File: config.mk
export PLATFORM = sky130hd
export DESIGN_NAME = cc_speed_counter_flat
export DESIGN_NICKNAME = d
export VERILOG_FILES = /design/src/rtl/cc_speed_counter_if.sv /design/src/rtl/cc_speed_counter.sv /design/src/flat_wrapper.sv
export SDC_FILE = /design/constraint.sdc
export NUM_CORES = 1
export LEC_CHECK = 0
export CAP_MARGIN = 20
export CORE_ASPECT_RATIO = 0.9
export CORE_UTILIZATION = 47
export CTS_CLUSTER_DIAMETER = 60
export DETAILED_ROUTE_END_ITERATION = 8
export PLACE_DENSITY = 0.75
export REMOVE_ABC_BUFFERS = 1
export SYNTH_ARGS = -nofsm -noshare
export SYNTH_HDL_FRONTEND = slang
export SYNTH_SLANG_ARGS = --single-unit
File: constraint.sdc
create_clock -name CC_SPEEDCOUNTER_CLOCK_50 -period 1.9 [get_ports CC_SPEEDCOUNTER_CLOCK_50]
set_clock_uncertainty 0.1 [all_clocks]
set_input_delay 0.475 -clock CC_SPEEDCOUNTER_CLOCK_50 [delete_from_list [all_inputs] [get_ports CC_SPEEDCOUNTER_CLOCK_50]]
set_output_delay 0.475 -clock CC_SPEEDCOUNTER_CLOCK_50 [all_outputs]
set_load 0.01 [all_outputs]
File: src/rtl/cc_speed_counter_if.sv
// Bus between the speed timebase and its surroundings: control strobes and the
// comparator flag go in, the counter value, level and tick come out.
interface cc_speed_counter_if #(
    parameter int DATAWIDTH  = 15,
    parameter int LEVELWIDTH = 3
);
    logic                  CC_SPEEDCOUNTER_enable_InHigh;
    logic                  CC_SPEEDCOUNTER_clear_InHigh;
    logic                  CC_SPEEDCOUNTER_levelup_InHigh;
    logic                  CC_SPEEDCOUNTER_T0_InLow;
    logic [DATAWIDTH-1:0]  CC_SPEEDCOUNTER_data_OutBUS;
    logic [LEVELWIDTH-1:0] CC_SPEEDCOUNTER_level_OutBUS;
    logic                  CC_SPEEDCOUNTER_tick_OutHigh;
    logic                  CC_SPEEDCOUNTER_levelmax_OutHigh;

    // Side that controls the counter (game FSM, comparator, testbench).
    modport master (
        output CC_SPEEDCOUNTER_enable_InHigh,
        output CC_SPEEDCOUNTER_clear_InHigh,
        output CC_SPEEDCOUNTER_levelup_InHigh,
        output CC_SPEEDCOUNTER_T0_InLow,
        input  CC_SPEEDCOUNTER_data_OutBUS,
        input  CC_SPEEDCOUNTER_level_OutBUS,
        input  CC_SPEEDCOUNTER_tick_OutHigh,
        input  CC_SPEEDCOUNTER_levelmax_OutHigh
    );

    // Side implemented by the counter itself.
    modport slave (
        input  CC_SPEEDCOUNTER_enable_InHigh,
        input  CC_SPEEDCOUNTER_clear_InHigh,
        input  CC_SPEEDCOUNTER_levelup_InHigh,
        input  CC_SPEEDCOUNTER_T0_InLow,
        output CC_SPEEDCOUNTER_data_OutBUS,
        output CC_SPEEDCOUNTER_level_OutBUS,
        output CC_SPEEDCOUNTER_tick_OutHigh,
        output CC_SPEEDCOUNTER_levelmax_OutHigh
    );
endinterface

File: src/rtl/cc_speed_counter.sv
// Speed timebase: counts from a level-dependent preload up to all-ones, waits
// for the comparator to flag the terminal value, then reloads and emits a
// one-cycle tick. Higher levels preload higher, so the period gets shorter.
// Level requests are latched and only applied at a wrap so a period is never
// cut short mid-count.
module cc_speed_counter #(
    parameter int DATAWIDTH  = 15,
    parameter int LEVELWIDTH = 3,
    parameter int LEVELS     = 8,
    parameter int LEVEL_STEP = 4096
) (
    input  logic              CC_SPEEDCOUNTER_CLOCK_50,
    input  logic              CC_SPEEDCOUNTER_RESET_InHigh,
    cc_speed_counter_if.slave bus
);

    // Preload arithmetic is done wide enough to hold LEVELS*LEVEL_STEP before clamping.
    localparam int WIDE = DATAWIDTH + LEVELWIDTH;
    localparam logic [DATAWIDTH-1:0]  TERM          = '1;
    localparam logic [WIDE-1:0]       PRELOAD_LIMIT = WIDE'((2 ** DATAWIDTH) - 2);
    localparam logic [LEVELWIDTH-1:0] LEVEL_TOP     = LEVELWIDTH'(LEVELS - 1);

    typedef enum logic [1:0] {
        IDLE = 2'd0,
        RUN  = 2'd1,
        WRAP = 2'd2
    } speedState_t;

    speedState_t           stateQ, stateNext;
    logic [DATAWIDTH-1:0]  dataQ, dataNext;
    logic [LEVELWIDTH-1:0] levelQ, levelNext;
    logic                  pendingQ, pendingNext;
    logic                  tickQ, tickNext;
    logic                  levelmaxQ, levelmaxNext;
    logic                  levelupAccepted;

    // P(L) = min(L*LEVEL_STEP, T-1); never T itself, so every period has at least one count.
    function automatic logic [DATAWIDTH-1:0] preload(input logic [LEVELWIDTH-1:0] lvl);
        logic [WIDE-1:0] scaled;
        scaled = WIDE'(lvl) * WIDE'(LEVEL_STEP);
        if (scaled > PRELOAD_LIMIT) begin
            scaled = PRELOAD_LIMIT;
        end
        return scaled[DATAWIDTH-1:0];
    endfunction

    // Next-state and next-output logic; clear overrides the whole FSM.
    always_comb begin
        stateNext       = stateQ;
        dataNext        = dataQ;
        levelNext       = levelQ;
        pendingNext     = pendingQ;
        tickNext        = 1'b0;
        levelupAccepted = bus.CC_SPEEDCOUNTER_levelup_InHigh && (levelQ < LEVEL_TOP);

        if (bus.CC_SPEEDCOUNTER_clear_InHigh) begin
            stateNext   = IDLE;
            dataNext    = '0;
            levelNext   = '0;
            pendingNext = 1'b0;
        end else begin
            case (stateQ)
                IDLE: begin
                    // Park on the preload so the first period after start is full length.
                    dataNext = preload(levelQ);
                    if (levelupAccepted) begin
                        pendingNext = 1'b1;
                    end
                    if (bus.CC_SPEEDCOUNTER_enable_InHigh) begin
                        stateNext = RUN;
                    end
                end
                RUN: begin
                    if (levelupAccepted) begin
                        pendingNext = 1'b1;
                    end
                    // The comparator flag wins over enable; the extra cycle at T is intentional.
                    if (!bus.CC_SPEEDCOUNTER_T0_InLow) begin
                        stateNext = WRAP;
                    end else if (bus.CC_SPEEDCOUNTER_enable_InHigh && (dataQ != TERM)) begin
                        dataNext = dataQ + 1'b1;
                    end
                end
                WRAP: begin
                    // A pulse arriving in this very cycle still counts for this wrap.
                    if ((pendingQ || bus.CC_SPEEDCOUNTER_levelup_InHigh) && (levelQ < LEVEL_TOP)) begin
                        levelNext = levelQ + 1'b1;
                    end
                    dataNext    = preload(levelNext);
                    pendingNext = 1'b0;
                    tickNext    = 1'b1;
                    stateNext   = RUN;
                end
                default: begin
                    stateNext = IDLE;
                end
            endcase
        end

        levelmaxNext = (levelNext == LEVEL_TOP);
    end

    // State and output registers; reset drops everything immediately, including a pending tick.
    always_ff @(posedge CC_SPEEDCOUNTER_CLOCK_50 or posedge CC_SPEEDCOUNTER_RESET_InHigh) begin
        if (CC_SPEEDCOUNTER_RESET_InHigh) begin
            stateQ    <= IDLE;
            dataQ     <= '0;
            levelQ    <= '0;
            pendingQ  <= 1'b0;
            tickQ     <= 1'b0;
            levelmaxQ <= 1'b0;
        end else begin
            stateQ    <= stateNext;
            dataQ     <= dataNext;
            levelQ    <= levelNext;
            pendingQ  <= pendingNext;
            tickQ     <= tickNext;
            levelmaxQ <= levelmaxNext;
        end
    end

    assign bus.CC_SPEEDCOUNTER_data_OutBUS      = dataQ;
    assign bus.CC_SPEEDCOUNTER_level_OutBUS     = levelQ;
    assign bus.CC_SPEEDCOUNTER_tick_OutHigh     = tickQ;
    assign bus.CC_SPEEDCOUNTER_levelmax_OutHigh = levelmaxQ;

endmodule

File: src/flat_wrapper.sv
// flat-port wrapper written by rule: the top's interface ports become plain ports
module cc_speed_counter_flat 
#(
    parameter int DATAWIDTH  = 15,
    parameter int LEVELWIDTH = 3,
    parameter int LEVELS     = 8,
    parameter int LEVEL_STEP = 4096
)
  (CC_SPEEDCOUNTER_CLOCK_50, CC_SPEEDCOUNTER_RESET_InHigh, bus_CC_SPEEDCOUNTER_enable_InHigh, bus_CC_SPEEDCOUNTER_clear_InHigh, bus_CC_SPEEDCOUNTER_levelup_InHigh, bus_CC_SPEEDCOUNTER_T0_InLow, bus_CC_SPEEDCOUNTER_data_OutBUS, bus_CC_SPEEDCOUNTER_level_OutBUS, bus_CC_SPEEDCOUNTER_tick_OutHigh, bus_CC_SPEEDCOUNTER_levelmax_OutHigh);
  cc_speed_counter_if #(.DATAWIDTH(DATAWIDTH), .LEVELWIDTH(LEVELWIDTH)) bus_i ();
  input  logic CC_SPEEDCOUNTER_CLOCK_50;
  input  logic CC_SPEEDCOUNTER_RESET_InHigh;
  input wire logic [$bits(bus_i.CC_SPEEDCOUNTER_enable_InHigh)-1:0] bus_CC_SPEEDCOUNTER_enable_InHigh;
  input wire logic [$bits(bus_i.CC_SPEEDCOUNTER_clear_InHigh)-1:0] bus_CC_SPEEDCOUNTER_clear_InHigh;
  input wire logic [$bits(bus_i.CC_SPEEDCOUNTER_levelup_InHigh)-1:0] bus_CC_SPEEDCOUNTER_levelup_InHigh;
  input wire logic [$bits(bus_i.CC_SPEEDCOUNTER_T0_InLow)-1:0] bus_CC_SPEEDCOUNTER_T0_InLow;
  output wire logic [$bits(bus_i.CC_SPEEDCOUNTER_data_OutBUS)-1:0] bus_CC_SPEEDCOUNTER_data_OutBUS;
  output wire logic [$bits(bus_i.CC_SPEEDCOUNTER_level_OutBUS)-1:0] bus_CC_SPEEDCOUNTER_level_OutBUS;
  output wire logic [$bits(bus_i.CC_SPEEDCOUNTER_tick_OutHigh)-1:0] bus_CC_SPEEDCOUNTER_tick_OutHigh;
  output wire logic [$bits(bus_i.CC_SPEEDCOUNTER_levelmax_OutHigh)-1:0] bus_CC_SPEEDCOUNTER_levelmax_OutHigh;
  assign bus_i.CC_SPEEDCOUNTER_enable_InHigh = bus_CC_SPEEDCOUNTER_enable_InHigh;
  assign bus_i.CC_SPEEDCOUNTER_clear_InHigh = bus_CC_SPEEDCOUNTER_clear_InHigh;
  assign bus_i.CC_SPEEDCOUNTER_levelup_InHigh = bus_CC_SPEEDCOUNTER_levelup_InHigh;
  assign bus_i.CC_SPEEDCOUNTER_T0_InLow = bus_CC_SPEEDCOUNTER_T0_InLow;
  assign bus_CC_SPEEDCOUNTER_data_OutBUS = bus_i.CC_SPEEDCOUNTER_data_OutBUS;
  assign bus_CC_SPEEDCOUNTER_level_OutBUS = bus_i.CC_SPEEDCOUNTER_level_OutBUS;
  assign bus_CC_SPEEDCOUNTER_tick_OutHigh = bus_i.CC_SPEEDCOUNTER_tick_OutHigh;
  assign bus_CC_SPEEDCOUNTER_levelmax_OutHigh = bus_i.CC_SPEEDCOUNTER_levelmax_OutHigh;
  cc_speed_counter #(.DATAWIDTH(DATAWIDTH), .LEVELWIDTH(LEVELWIDTH), .LEVELS(LEVELS), .LEVEL_STEP(LEVEL_STEP)) u_core (.CC_SPEEDCOUNTER_CLOCK_50(CC_SPEEDCOUNTER_CLOCK_50), .CC_SPEEDCOUNTER_RESET_InHigh(CC_SPEEDCOUNTER_RESET_InHigh), .bus(bus_i));
endmodule
# Word level (Yosys, flattened, before mapping)
# Cells that the tools add are included.
classes:
  n_eq_ne: 9
  n_mux: 20
  n_addsub: 2
  n_lt_le_gt_ge: 3
  n_reduce_logical: 11
ops:
  columns: ["operator", "count"]
  rows:
  - ["two-way mux 15 bit", 5]
  - ["case mux 15 bit (3 select lines)", 1]
  - ["greater-than comparator 15 bit (second input constant)", 2]
  - ["adder 15 x 1 -> 15 bit (second input constant)", 1]
  - ["two-way mux 3 bit", 5]
  - ["!= test 15 bit (second input constant)", 1]
  - ["!= test 3 bit (second input constant)", 3]
  - ["two-way mux 2 bit", 3]
  - ["case mux 2 bit (3 select lines)", 1]
  - ["two-way mux 1 bit", 4]
  - ["AND reduction 2 bit", 2]
  - ["nonzero test 4 bit", 1]
  - ["adder 3 x 1 -> 3 bit (second input constant)", 1]
  - ["equality test 3 bit (second input constant)", 1]
  - ["logical AND 1 bit", 3]
  - ["< comparator 3 bit (second input constant)", 1]
  - ["!= test 3 x 1 -> 1 bit (second input constant)", 1]
  - ["!= test 3 x 2 -> 1 bit (second input constant)", 1]
  - ["AND reduction 3 bit", 1]
  - ["nonzero test 3 bit", 1]
  - ["equality test 2 x 1 -> 1 bit (second input constant)", 1]
  - ["equality test 2 bit (second input constant)", 1]
  - ["zero test 2 bit", 1]
  - ["case mux 1 bit (2 select lines)", 1]
  - ["other kinds (2)", 2]
totals:
  in_bits: 6
  ff_bits: 23
  out_inout_bits: 20
  word_cells: 51

# Longest topological paths before layout
# Gate-level depths: netlist (run 1).
logic_depth:
  word_depth: 9
  ltp_mapped: 9
  mapped_depth_nobuf: 7

# Worst setup path after synthesis (run 1)
# No wires, ideal clock.
synth_timing:
  path_kind: "register to register"
  start: "reg u_core.dataQ[0] (netlist: u_core.bus.CC_SPEEDCOUNTER_data_OutBUS[0])"
  end: "reg u_core.dataQ[2] (netlist: u_core.bus.CC_SPEEDCOUNTER_data_OutBUS[2])"
  t_required_ns: 1.671
  synth_period_minus_slack_ns: 2.042
  arrival_ns: 1.813
  stages_incl_launch_ff: 7
  setup_slack_ns: -0.142
  path_cell_list: "dfrtp_1 ha_1 nand4_1 or4_4 o21ai_4 nand2b_4 o21ai_0"
synth_between:
  elab_chain_len: 5
synth_lines:
  columns: ["item", "line_no", "text"]
  rows:
  - ["start: declaration", "cc_speed_counter.sv:30", "logic [DATAWIDTH-1:0] dataQ, dataNext;"]
  - ["start signal: assignment", "cc_speed_counter.sv:114", "dataQ <= dataNext;"]
  - ["adder 15 x 1 -> 15 bit", "cc_speed_counter.sv:81", "dataNext = dataQ + 1'b1;"]
  - ["two-way mux 15 bit", "cc_speed_counter.sv:80", "end else if (bus.CC_SPEEDCOUNTER_enable_InHigh && (dataQ != TERM)) begin"]
  - ["two-way mux 15 bit", "cc_speed_counter.sv:78", "if (!bus.CC_SPEEDCOUNTER_T0_InLow) begin"]
  - ["case mux 15 bit (3 select lines)", "cc_speed_counter.sv:62", "case (stateQ)"]
  - ["two-way mux 15 bit", "cc_speed_counter.sv:56", "if (bus.CC_SPEEDCOUNTER_clear_InHigh) begin"]
# Parallel ways exist; a longest one is shown, timed or not. The select of a mux whose other input is x is not followed.
# A chain may end at the register's enable or synchronous reset.

# Worst setup path in the final report (run 1)
layout_timing:
  start: "reg u_core.dataQ[0] (netlist: u_core.bus.CC_SPEEDCOUNTER_data_OutBUS[0])"
  end: "reg u_core.dataQ[6] (netlist: u_core.bus.CC_SPEEDCOUNTER_data_OutBUS[6])"
# The elaborated chain is that of the path after synthesis.

==> results of run 1 <==
-- registers in the layout, indices dropped and copies added (netlist names) --
register	count
u_core.bus.CC_SPEEDCOUNTER_tick_OutHigh	1
u_core.bus.CC_SPEEDCOUNTER_data_OutBUS	15
u_core.pendingQ	1
u_core.stateQ	2
u_core.bus.CC_SPEEDCOUNTER_levelmax_OutHigh	1
u_core.bus.CC_SPEEDCOUNTER_level_OutBUS	3
-- power groups by stage --
stage               clock (mW)  sequential (mW)  combinational [mW]
finish                   0.236            0.580               0.928
global route             0.264            0.586                1.01
CTS                      0.244            0.570               0.813
detailed placement           0            0.588               0.731
global placement             0            0.587               0.709
floorplan                    0            0.602               0.390
-- worst max-delay path, stage by stage (launching register included) --
cell and delay, ns:
dfrtp_1 0.38, ha_2 0.18, nand4_1 0.15, or4_4 0.50, o21ai_4 0.24, nand2b_4 0.24
o31ai_1 0.10
-- layout make-up --
class / instances / area, um2
clock buffer: 3 / 22.5
timing repair buffer: 75 / 624
clock inverter: 1 / 5.00
sequential: 23 / 582
multi-input combinational: 131 / 935
fill: 199 / 616
inverter: 7 / 26.3
tap: 40 / 50.0
-- per-layer routing --
layer  up-vias  global-route usage (%)
met5         -                       0
met4         0                    5.30
met3        12                    4.42
met2        81                    43.6
met1       795                    35.2
li1        764                       -
-- logic make-up (layout without fill, tap and decap cells) --
kind of cell | after synthesis | count (layout) | share of synthesized area, %
multiplexers | 2 | 2 | 1.45
AND/OR/NAND/NOR | 70 | 70 | 24.9
AO/OA/AOI/OAI | 51 | 51 | 23.7
flip-flops | 23 | 23 | 39.1
buffers and inverters | 14 | 86 | 4.51
adder cells (fa/ha/maj) | 6 | 6 | 5.11
XOR/XNOR | 2 | 2 | 1.19
-- Yosys cell counts (6+ instances only) --
| cell | number | area share [%] |
|---|---|---|
| o21ai_0 | 15 | 5.1 |
| a21oi_1 | 8 | 2.7 |
| ha_1 | 6 | 5.1 |
| dfrtp_1 | 23 | 39 |
| inv_1 | 7 | 1.8 |
| nand2_1 | 21 | 5.4 |
| nor2_1 | 15 | 3.8 |
| o31ai_1 | 6 | 3.1 |
| nand3_1 | 8 | 2.7 |
-- worst paths after layout --
check / end / slack [ns] / cells after the start / from
setup reg to reg: u_core.bus.CC_SPEEDCOUNTER_data_OutBUS[6] / -0.1 / 6 / u_core.bus.CC_SPEEDCOUNTER_data_OutBUS[0]
hold reg to reg: u_core.bus.CC_SPEEDCOUNTER_data_OutBUS[6] / 0.43 / 1 / u_core.bus.CC_SPEEDCOUNTER_data_OutBUS[6]
setup / recovery: u_core.bus.CC_SPEEDCOUNTER_data_OutBUS[6] / -0.1 / 6 / u_core.bus.CC_SPEEDCOUNTER_data_OutBUS[0]
hold / removal: u_core.bus.CC_SPEEDCOUNTER_data_OutBUS[14] / 0.39 / 3 / CC_SPEEDCOUNTER_RESET_InHigh
min in group CC_SPEEDCOUNTER_CLOCK_50: u_core.bus.CC_SPEEDCOUNTER_data_OutBUS[6] / 0.43 / 1 / u_core.bus.CC_SPEEDCOUNTER_data_OutBUS[6]
max in group asynchronous: u_core.stateQ[0] / 1.04 / 3 / CC_SPEEDCOUNTER_RESET_InHigh
-- metrics by stage --
stage / utilization (%) / setup TNS [ns] / std cells / setup WS (ns) / power, mW
2_1_floorplan: - / -3.35 / 161 / -0.315 / 0.991
3_3_place_gp: 69.2 / -3.36 / 259 / -0.242 / 1.30
3_5_place_dp: 69.2 / -4.52 / 259 / -0.288 / 1.32
4_1_cts: 74.6 / -0.328 / 275 / -0.0763 / 1.63
5_1_grt: 78.5 / -1.80 / 280 / -0.174 / 1.86
6_report: 78.5 / -0.777 / 280 / -0.0986 / 1.74
-- timing repair --
action / CTS / global route
setup endpoints to repair: 32 / 16
gates resized for setup: 33 / 17
setup buffers: 12 / 5
pin swaps: 8 / 6
==> flow_metrics.env, run 1 <==
export IMPL_antenna_found_initial=0
export IMPL_max_vdd_ir_drop_mv=0.678
export IMPL_worst_pin_slew_ns=0.323
export IMPL_path_max_fanout=7
export IMPL_met1_length_mm=1.89
export IMPL_pwr_share_seq_pct=33.2
export IMPL_diodes=0
export IMPL_dpl_hpwl_mm=2.89
export IMPL_ant_nets=0
export IMPL_routabilityCongestion=0.827
export IMPL_status="finished, violations left"
export IMPL_hold_viol_final=0
export IMPL_cts_root_buf="clkbuf_4"
export IMPL_num_rows=18
export IMPL_most_common_layout_cells="buf_4 (46), nand2_1 (21), dfrtp_1 (18)"
export IMPL_switchingPower_uw=665
export IMPL_p_int_mw=1.08
export IMPL_syn_inst=168
export IMPL_clkSinkCount=23
export IMPL_yosysWarnings=0
export IMPL_rsz0062_at_grt="true"
export IMPL_start_kind="flop"
export IMPL_timing_final_ws_setup_ns=-0.0986
export IMPL_grt_ovfl_total=0
export IMPL_post_dp_cell_area_um2=1980
export IMPL_setup_viol=13
export IMPL_io_pins=26
export IMPL_cts_hold_buffers=0
export IMPL_power_density_nw_per_um2=777
export IMPL_layout_min_cycle_time_ns=2.00
export IMPL_netlist_area_um2=1470
export IMPL_final_nets=253
export IMPL_ys_ff_latch=23
export IMPL_drtIter0Drc=93
export IMPL_clock_latency_ns=0.32
export IMPL_cts_made_buffers=3
export IMPL_drive_gt1_share_pct=37.5
export IMPL_core_um2=2860
export IMPL_met2_wirelength_mm=2.16
export IMPL_htree_levels=1
export IMPL_max_freq_mhz=500
export IMPL_start_util_pct=51.4
export IMPL_final_common_cell="buf_4"
export IMPL_critPathKind="flop to flop"
export IMPL_yosys_most_used_dff="dfrtp_1"
export IMPL_first_pass_iters=5
export IMPL_cp_arrival_ns=2.10
export IMPL_vias=1652
export IMPL_power_leakage_nw=1.05
export IMPL_grt_max_degree=24
export IMPL_worst_ep_required_time_ns=2.00
export IMPL_seq_area_frac_synth_pct=39.1
export IMPL_top_layer_used="met4"
export IMPL_die_y_um=55.1
export IMPL_fin_area_um2=2240
export IMPL_slew_viol_final=0
export IMPL_grtUsageTotal_pct=25.9
export IMPL_via_per_inst=5.90
export IMPL_hold_path_class="primary input to asynchronous set/reset pin"
export IMPL_combPwrFrac_pct=53.2
export IMPL_swShare_pct=38.2
export IMPL_io_buffer_count=25
export IMPL_wl_mm=4.43
export IMPL_drc=0
export IMPL_async_flop_share_pct=100
export IMPL_maxCapViolations=0
export IMPL_cts_buffer_depth=2
export IMPL_holdWs_ns=0.392
export IMPL_cts_tree="built"
export IMPL_grt_pass1_wl_mm=6.36
export IMPL_wl_met3_um=317
export IMPL_dieArea_um2=3360
export IMPL_post_route_period_util_pct=105
export IMPL_wl_per_cell_um=15.8
export IMPL_path_clk_slew_ns=0.14
export IMPL_avgSynthCellArea_um2=8.75
export IMPL_grt_pass1_vias=1413
export IMPL_p_clk_share_pct=13.5
export IMPL_violations="negative setup slack"
export IMPL_worstSetupEndpointType="flop"
export IMPL_die_w_um=61.0
export IMPL_slew_limit_headroom_pct=78.2
export IMPL_synth_distinct_cells=47
export IMPL_synth_edf_count=0
export IMPL_synthToLayoutAreaGrowth_pct=52.7
(Power assumes the default switching activity.)
==> run 2: changes to the inputs <==
CAP_MARGIN = 15   (was 20)
GPL_TIMING_DRIVEN = 0   (was unset)
MAX_ROUTING_LAYER = met4   (was unset)
==> run 2 against run 1 <==
  * The run still ends with negative setup slack left
  * Hold slack worse by 0.0086 ns
  * Largest power group unchanged
  * First-iteration DRC count rose by 9.7%
  * Flip-flop and latch count unchanged
  * Global-route usage barely moved
  * Power down 3.4%
  * Maximum frequency down 0.47%
==> flow_metrics.env, run 2 (same netlist as run 1, synthesis figures left out) <==
export IMPL_violations="negative setup slack"
export IMPL_r2r_end="u_core.bus.CC_SPEEDCOUNTER_data_OutBUS[4]"
export IMPL_core_um2=2860
export IMPL_max_vdd_ir_drop_mv=0.576
export IMPL_routabilityCongestion=0.862
export IMPL_timing_final_ws_setup_ns=-0.108
export IMPL_worst_ep_required_time_ns=2.02
export IMPL_synthToLayoutAreaGrowth_pct=44.4
export IMPL_grt_pass1_wl_mm=6.23
export IMPL_hold_viol_final=0
export IMPL_critPathKind="flop to flop"
export IMPL_holdWs_ns=0.384
export IMPL_register_area_um2=588
export IMPL_grt_pass1_vias=1381
export IMPL_wl_per_cell_um=14.9
export IMPL_holdPathEnd="u_core.pendingQ"
export IMPL_first_pass_iters=5
export IMPL_ff2ff_path_depth=6
export IMPL_antenna_found_initial=0
export IMPL_path_max_fanout=7
export IMPL_htree_levels=1
export IMPL_die_y_um=55.1
export IMPL_clkSinkCount=23
export IMPL_cts_made_buffers=3
export IMPL_cts_buffer_depth=2
export IMPL_vias=1479
export IMPL_hold_path_class="primary input to flop"
export IMPL_wl_mm=3.88
export IMPL_grtUsageTotal_pct=25.9
export IMPL_num_rows=18
export IMPL_path_clk_slew_ns=0.14
export IMPL_dpl_hpwl_mm=2.38
export IMPL_cts_tree="built"
export IMPL_multi_input_area_um2=917
export IMPL_hold_depth=3
export IMPL_status="finished, violations left"
export IMPL_final_nets=234
export IMPL_most_common_layout_cells="buf_4 (27), nand2_1 (20), nor2_1 (14)"
export IMPL_post_route_period_util_pct=106
export IMPL_max_freq_mhz=498
export IMPL_drive_gt1_share_pct=32.1
export IMPL_clock_latency_ns=0.32
export IMPL_maxCapViolations=0
export IMPL_cts_hold_buffers=0
export IMPL_layout_min_cycle_time_ns=2.01
export IMPL_largest_register_ffs=15
export IMPL_drtIter0Drc=102
export IMPL_reg2reg_slack_ns=-0.11
export IMPL_fill_cells=223
export IMPL_power_density_nw_per_um2=793
export IMPL_grt_max_degree=24
export IMPL_cts_root_buf="clkbuf_4"
export IMPL_worst_pin_slew_ns=0.908
export IMPL_setup_tns_ns=-1.04
export IMPL_final_common_cell="buf_4"
export IMPL_io_buffer_count=25
export IMPL_grt_ovfl_total=0
export IMPL_start_util_pct=51.4
export IMPL_via_per_inst=5.67
export IMPL_ant_nets=0
export IMPL_io_pins=26
export IMPL_startpoint="u_core.bus.CC_SPEEDCOUNTER_data_OutBUS[1]"
export IMPL_slew_limit_headroom_pct=39.4
export IMPL_start_kind="flop"
export IMPL_dieArea_um2=3360
export IMPL_die_w_um=61.0
export IMPL_power_leakage_nw=1.03
export IMPL_diodes=0
export IMPL_rr_startpoint="u_core.bus.CC_SPEEDCOUNTER_data_OutBUS[1]"
export IMPL_slew_viol_final=0
export IMPL_min_delay_start="bus_CC_SPEEDCOUNTER_levelup_InHigh"
export IMPL_drc=0
export IMPL_rsz0062_at_grt="true"
export IMPL_worstSetupEndpointType="flop"
export IMPL_setup_viol=14
export IMPL_dp_slack_ns=-0.898
export IMPL_cp_arrival_ns=2.13
run 2: routing by layer:
| layer | routed length [um] | up-vias | GRT usage (%) |
|---|---|---|---|
| li1 | - | 720 | - |
| met1 | 1760 | 701 | 33.7 |
| met2 | 1910 | 54 | 43.2 |
| met3 | 177 | 4 | 3.02 |
| met4 | 33 | 0 | 6.82 |
| met5 | 0 | - | - |
run 2: cell type report:
class                   count  area share (%)
repair buffers             56            24.2
multi-input cells         131            43.2
clock buffers               3            1.06
well taps                  40            2.36
clock inverters             1           0.236
inverters                   7            1.24
flip-flops and latches     23            27.7
run 2: how the worst max path moves through the flow:
stage / endpoint / slack [ns] / depth (start not counted)
finish: u_core.bus.CC_SPEEDCOUNTER_data_OutBUS[4] / -0.11 / 6
global route: u_core.bus.CC_SPEEDCOUNTER_data_OutBUS[4] / -0.19 / 6
CTS: u_core.bus.CC_SPEEDCOUNTER_data_OutBUS[4] / -0.10 / 6
detailed placement: u_core.bus.CC_SPEEDCOUNTER_data_OutBUS[2] / -0.90 / 6
global placement: u_core.bus.CC_SPEEDCOUNTER_data_OutBUS[2] / -0.88 / 6
floorplan: u_core.bus.CC_SPEEDCOUNTER_data_OutBUS[2] / -0.32 / 6
run 2: power by group:
part / leakage (nW) / internal (mW) / total, mW / switching (mW)
registers: 0.301 / 0.539 / 0.583 / 0.0440
clock network: 0.0177 / 0.0789 / 0.241 / 0.162
logic: 0.709 / 0.413 / 0.861 / 0.447
total: 1.03 / 1.03 / 1.68 / 0.654
run 2: repair_timing:
| action | CTS | global route |
|---|---|---|
| setup buffers | 26 | 5 |
| gates resized for setup | 36 | 18 |
| pin swaps | 9 | 4 |
| setup endpoints to repair | 32 | 24 |
run 2: worst max-delay path: stages (launching register included):
cell and delay, ns:
dfrtp_1 0.43, ha_4 0.15, nand4_1 0.13, or4_4 0.48, o21ai_4 0.29, nand2b_4 0.24
o31ai_1 0.09
run 2: metrics by stage:
stage / utilization (%) / power (mW) / cells / instance area [um2]
after floorplan: - / 0.991 / 161 / 1430
after global routing: 74.2 / 1.78 / 261 / 2120
final: 74.2 / 1.68 / 261 / 2120
after detailed placement: 60.5 / 1.17 / 226 / 1730
after CTS: 71.3 / 1.60 / 256 / 2040
after global placement: 60.5 / 1.15 / 226 / 1730
==> run 3: changes to the inputs <==
CORE_UTILIZATION = 52   (was 47)
CTS_CLUSTER_SIZE = 16   (was unset)
PLACE_DENSITY = 0.79   (was 0.75)
clock period = 2.3 ns   (was 1.9 ns; I/O delays follow)
==> run 3 against run 2 <==
  * The flow finishes with violations (design-rule violations)
  * Combinational power shrank 35%
  * Flip-flop and latch count is the same
  * Global-route usage shrank 1.4 points
  * Routed wire length shrank 14%
  * Via count shrank 6.4%
  * Sequential power shrank 16%
  * Register-to-register slack gained 0.24 ns
  * Critical path depth is the same
  * Largest cell class unchanged
  * Critical endpoint is now u_core.bus.CC_SPEEDCOUNTER_data_OutBUS[2]
  * Maximum frequency shrank 7.4%
  * Non-clock buffer count shrank 26
==> flow_metrics.env, run 3 (same netlist as run 1, synthesis figures left out) <==
export IMPL_status="finished, violations left"
export IMPL_violations="design-rule violations"
export IMPL_cts_buffer_depth=2
export IMPL_rsz0062_at_grt="false"
export IMPL_clock_latency_ns=0.32
export IMPL_wl_per_cell_um=14.4
export IMPL_power_leakage_nw=0.723
export IMPL_r2r_end="u_core.bus.CC_SPEEDCOUNTER_data_OutBUS[2]"
export IMPL_hold_depth=1
export IMPL_min_delay_start="u_core.bus.CC_SPEEDCOUNTER_data_OutBUS[0]"
export IMPL_slew_limit_headroom_pct=41.7
export IMPL_htree_levels=1
export IMPL_routabilityCongestion=0.908
export IMPL_die_w_um=58.0
export IMPL_io_pins=26
export IMPL_wl_mm=3.35
export IMPL_grt_pass1_vias=1202
export IMPL_synthToLayoutAreaGrowth_pct=23.5
export IMPL_fill_cells=213
export IMPL_slew_viol_final=0
export IMPL_rr_startpoint="u_core.bus.CC_SPEEDCOUNTER_data_OutBUS[1]"
export IMPL_clkSinkCount=23
export IMPL_ff2ff_path_depth=6
export IMPL_worstSetupEndpointType="flop"
export IMPL_multi_input_area_um2=836
export IMPL_post_dp_cell_area_um2=1730
export IMPL_num_rows=17
export IMPL_layout_min_cycle_time_ns=2.17
export IMPL_diodes=0
export IMPL_cts_tree="built"
export IMPL_drive_gt1_share_pct=11.3
export IMPL_maxCapViolations=0
export IMPL_power_total_mw=1.24
export IMPL_power_density_nw_per_um2=683
export IMPL_setup_tns_ns=0
export IMPL_start_kind="flop"
export IMPL_first_pass_iters=8
export IMPL_hold_path_class="flop to flop"
export IMPL_drtIter0Drc=51
export IMPL_max_vdd_ir_drop_mv=0.442
export IMPL_worst_pin_slew_ns=0.874
export IMPL_holdWs_ns=0.444
export IMPL_most_common_layout_cells="clkdlybuf4s50_1 (24), dfrtp_1 (22), nand2_1 (21)"
export IMPL_max_freq_mhz=461
export IMPL_grt_ovfl_total=0
export IMPL_die_y_um=52.4
export IMPL_path_clk_slew_ns=0.12
export IMPL_grt_pass1_wl_mm=5.51
export IMPL_largest_register_ffs=15
export IMPL_fin_area_um2=1820
export IMPL_register_area_um2=577
export IMPL_grt_max_degree=24
export IMPL_ant_nets=0
export IMPL_antenna_found_initial=0
export IMPL_io_buffer_count=25
export IMPL_vias=1385
export IMPL_worst_ep_required_time_ns=2.41
export IMPL_dieArea_um2=3040
export IMPL_cts_root_buf="clkbuf_4"
export IMPL_dpl_hpwl_mm=2.33
export IMPL_cp_arrival_ns=2.27
export IMPL_core_um2=2570
export IMPL_hold_viol_final=0
export IMPL_via_per_inst=5.94
export IMPL_drc=2
export IMPL_final_nets=208
export IMPL_critPathKind="flop to flop"
export IMPL_start_util_pct=57.1
export IMPL_grtUsageTotal_pct=24.5
export IMPL_final_common_cell="clkdlybuf4s50_1"
export IMPL_cts_made_buffers=3
export IMPL_post_route_period_util_pct=94.2
export IMPL_setup_viol=0
export IMPL_holdPathEnd="u_core.bus.CC_SPEEDCOUNTER_data_OutBUS[0]"
export IMPL_path_max_fanout=7
export IMPL_reg2reg_slack_ns=0.13
## run 3: changes by cell type in the layout (fill, tap and decap cells not counted), sizes merged
cell	delta
dlymetal6s2s	-8
buf	-26
dlygate4sd2	-5
clkinv	-1
clkdlybuf4s50	+13
clkbuf	+1
## run 3: power by group
group | total [mW] | leakage (nW) | switching (mW) | internal (mW)
clock | 0.192 | 0.0150 | 0.124 | 0.0679
combinational | 0.557 | 0.392 | 0.298 | 0.259
sequential | 0.491 | 0.316 | 0.0474 | 0.444
total | 1.24 | 0.723 | 0.470 | 0.771
## run 3: layout make-up
class | instances | share of cell area, %
Timing Repair Buffer | 30 | 16.7
Inverter | 7 | 1.45
Clock buffer | 4 | 1.45
Sequential cell | 23 | 31.8
Multi-Input combinational cell | 131 | 46.0
Tap cell | 38 | 2.62
## run 3: worst max-delay path, cell delays in order (launching register included)
cell      delay [ns]
dfrtp_1         0.41
ha_1            0.25
nand4_1         0.19
or4_4           0.56
o21ai_4         0.23
nand2b_4        0.22
o21ai_0         0.10
## run 3: repair_timing
item,in CTS,in global routing
pin swaps,2,1
hold buffers,0,0
endpoints found under the setup margin,15,12
setup buffers,4,1
gates resized for setup,1,3
## run 3: worst max path at each step
stage                                                   start                                   endpoint  cells past startpoint
detailed placement           bus_CC_SPEEDCOUNTER_clear_InHigh  u_core.bus.CC_SPEEDCOUNTER_data_OutBUS[2]                      6
finish              u_core.bus.CC_SPEEDCOUNTER_data_OutBUS[1]  u_core.bus.CC_SPEEDCOUNTER_data_OutBUS[2]                      6
floorplan           u_core.bus.CC_SPEEDCOUNTER_data_OutBUS[0]  u_core.bus.CC_SPEEDCOUNTER_data_OutBUS[2]                      6
CTS                 u_core.bus.CC_SPEEDCOUNTER_data_OutBUS[0]  u_core.bus.CC_SPEEDCOUNTER_data_OutBUS[2]                      6
global route        u_core.bus.CC_SPEEDCOUNTER_data_OutBUS[0]  u_core.bus.CC_SPEEDCOUNTER_data_OutBUS[2]                      6
global placement             bus_CC_SPEEDCOUNTER_clear_InHigh  u_core.bus.CC_SPEEDCOUNTER_data_OutBUS[2]                      6
## run 3: stage by stage
stage	setup slack, ns	util, %	cells
floorplan	0.0850	-	161
global placement	-0.610	67.1	224
detailed placement	-0.622	67.1	224
CTS	0.0766	69.9	232
global route	0.0295	70.5	233
finish	0.133	70.5	233
## run 3: layer usage
layer / up-vias / track usage (%) / wire [um]
met5: - / - / 0
met4: 0 / 5.95 / 38
met3: 6 / 5.43 / 143
met2: 40 / 39.1 / 1570
met1: 674 / 31.8 / 1600
li1: 665 / - / -
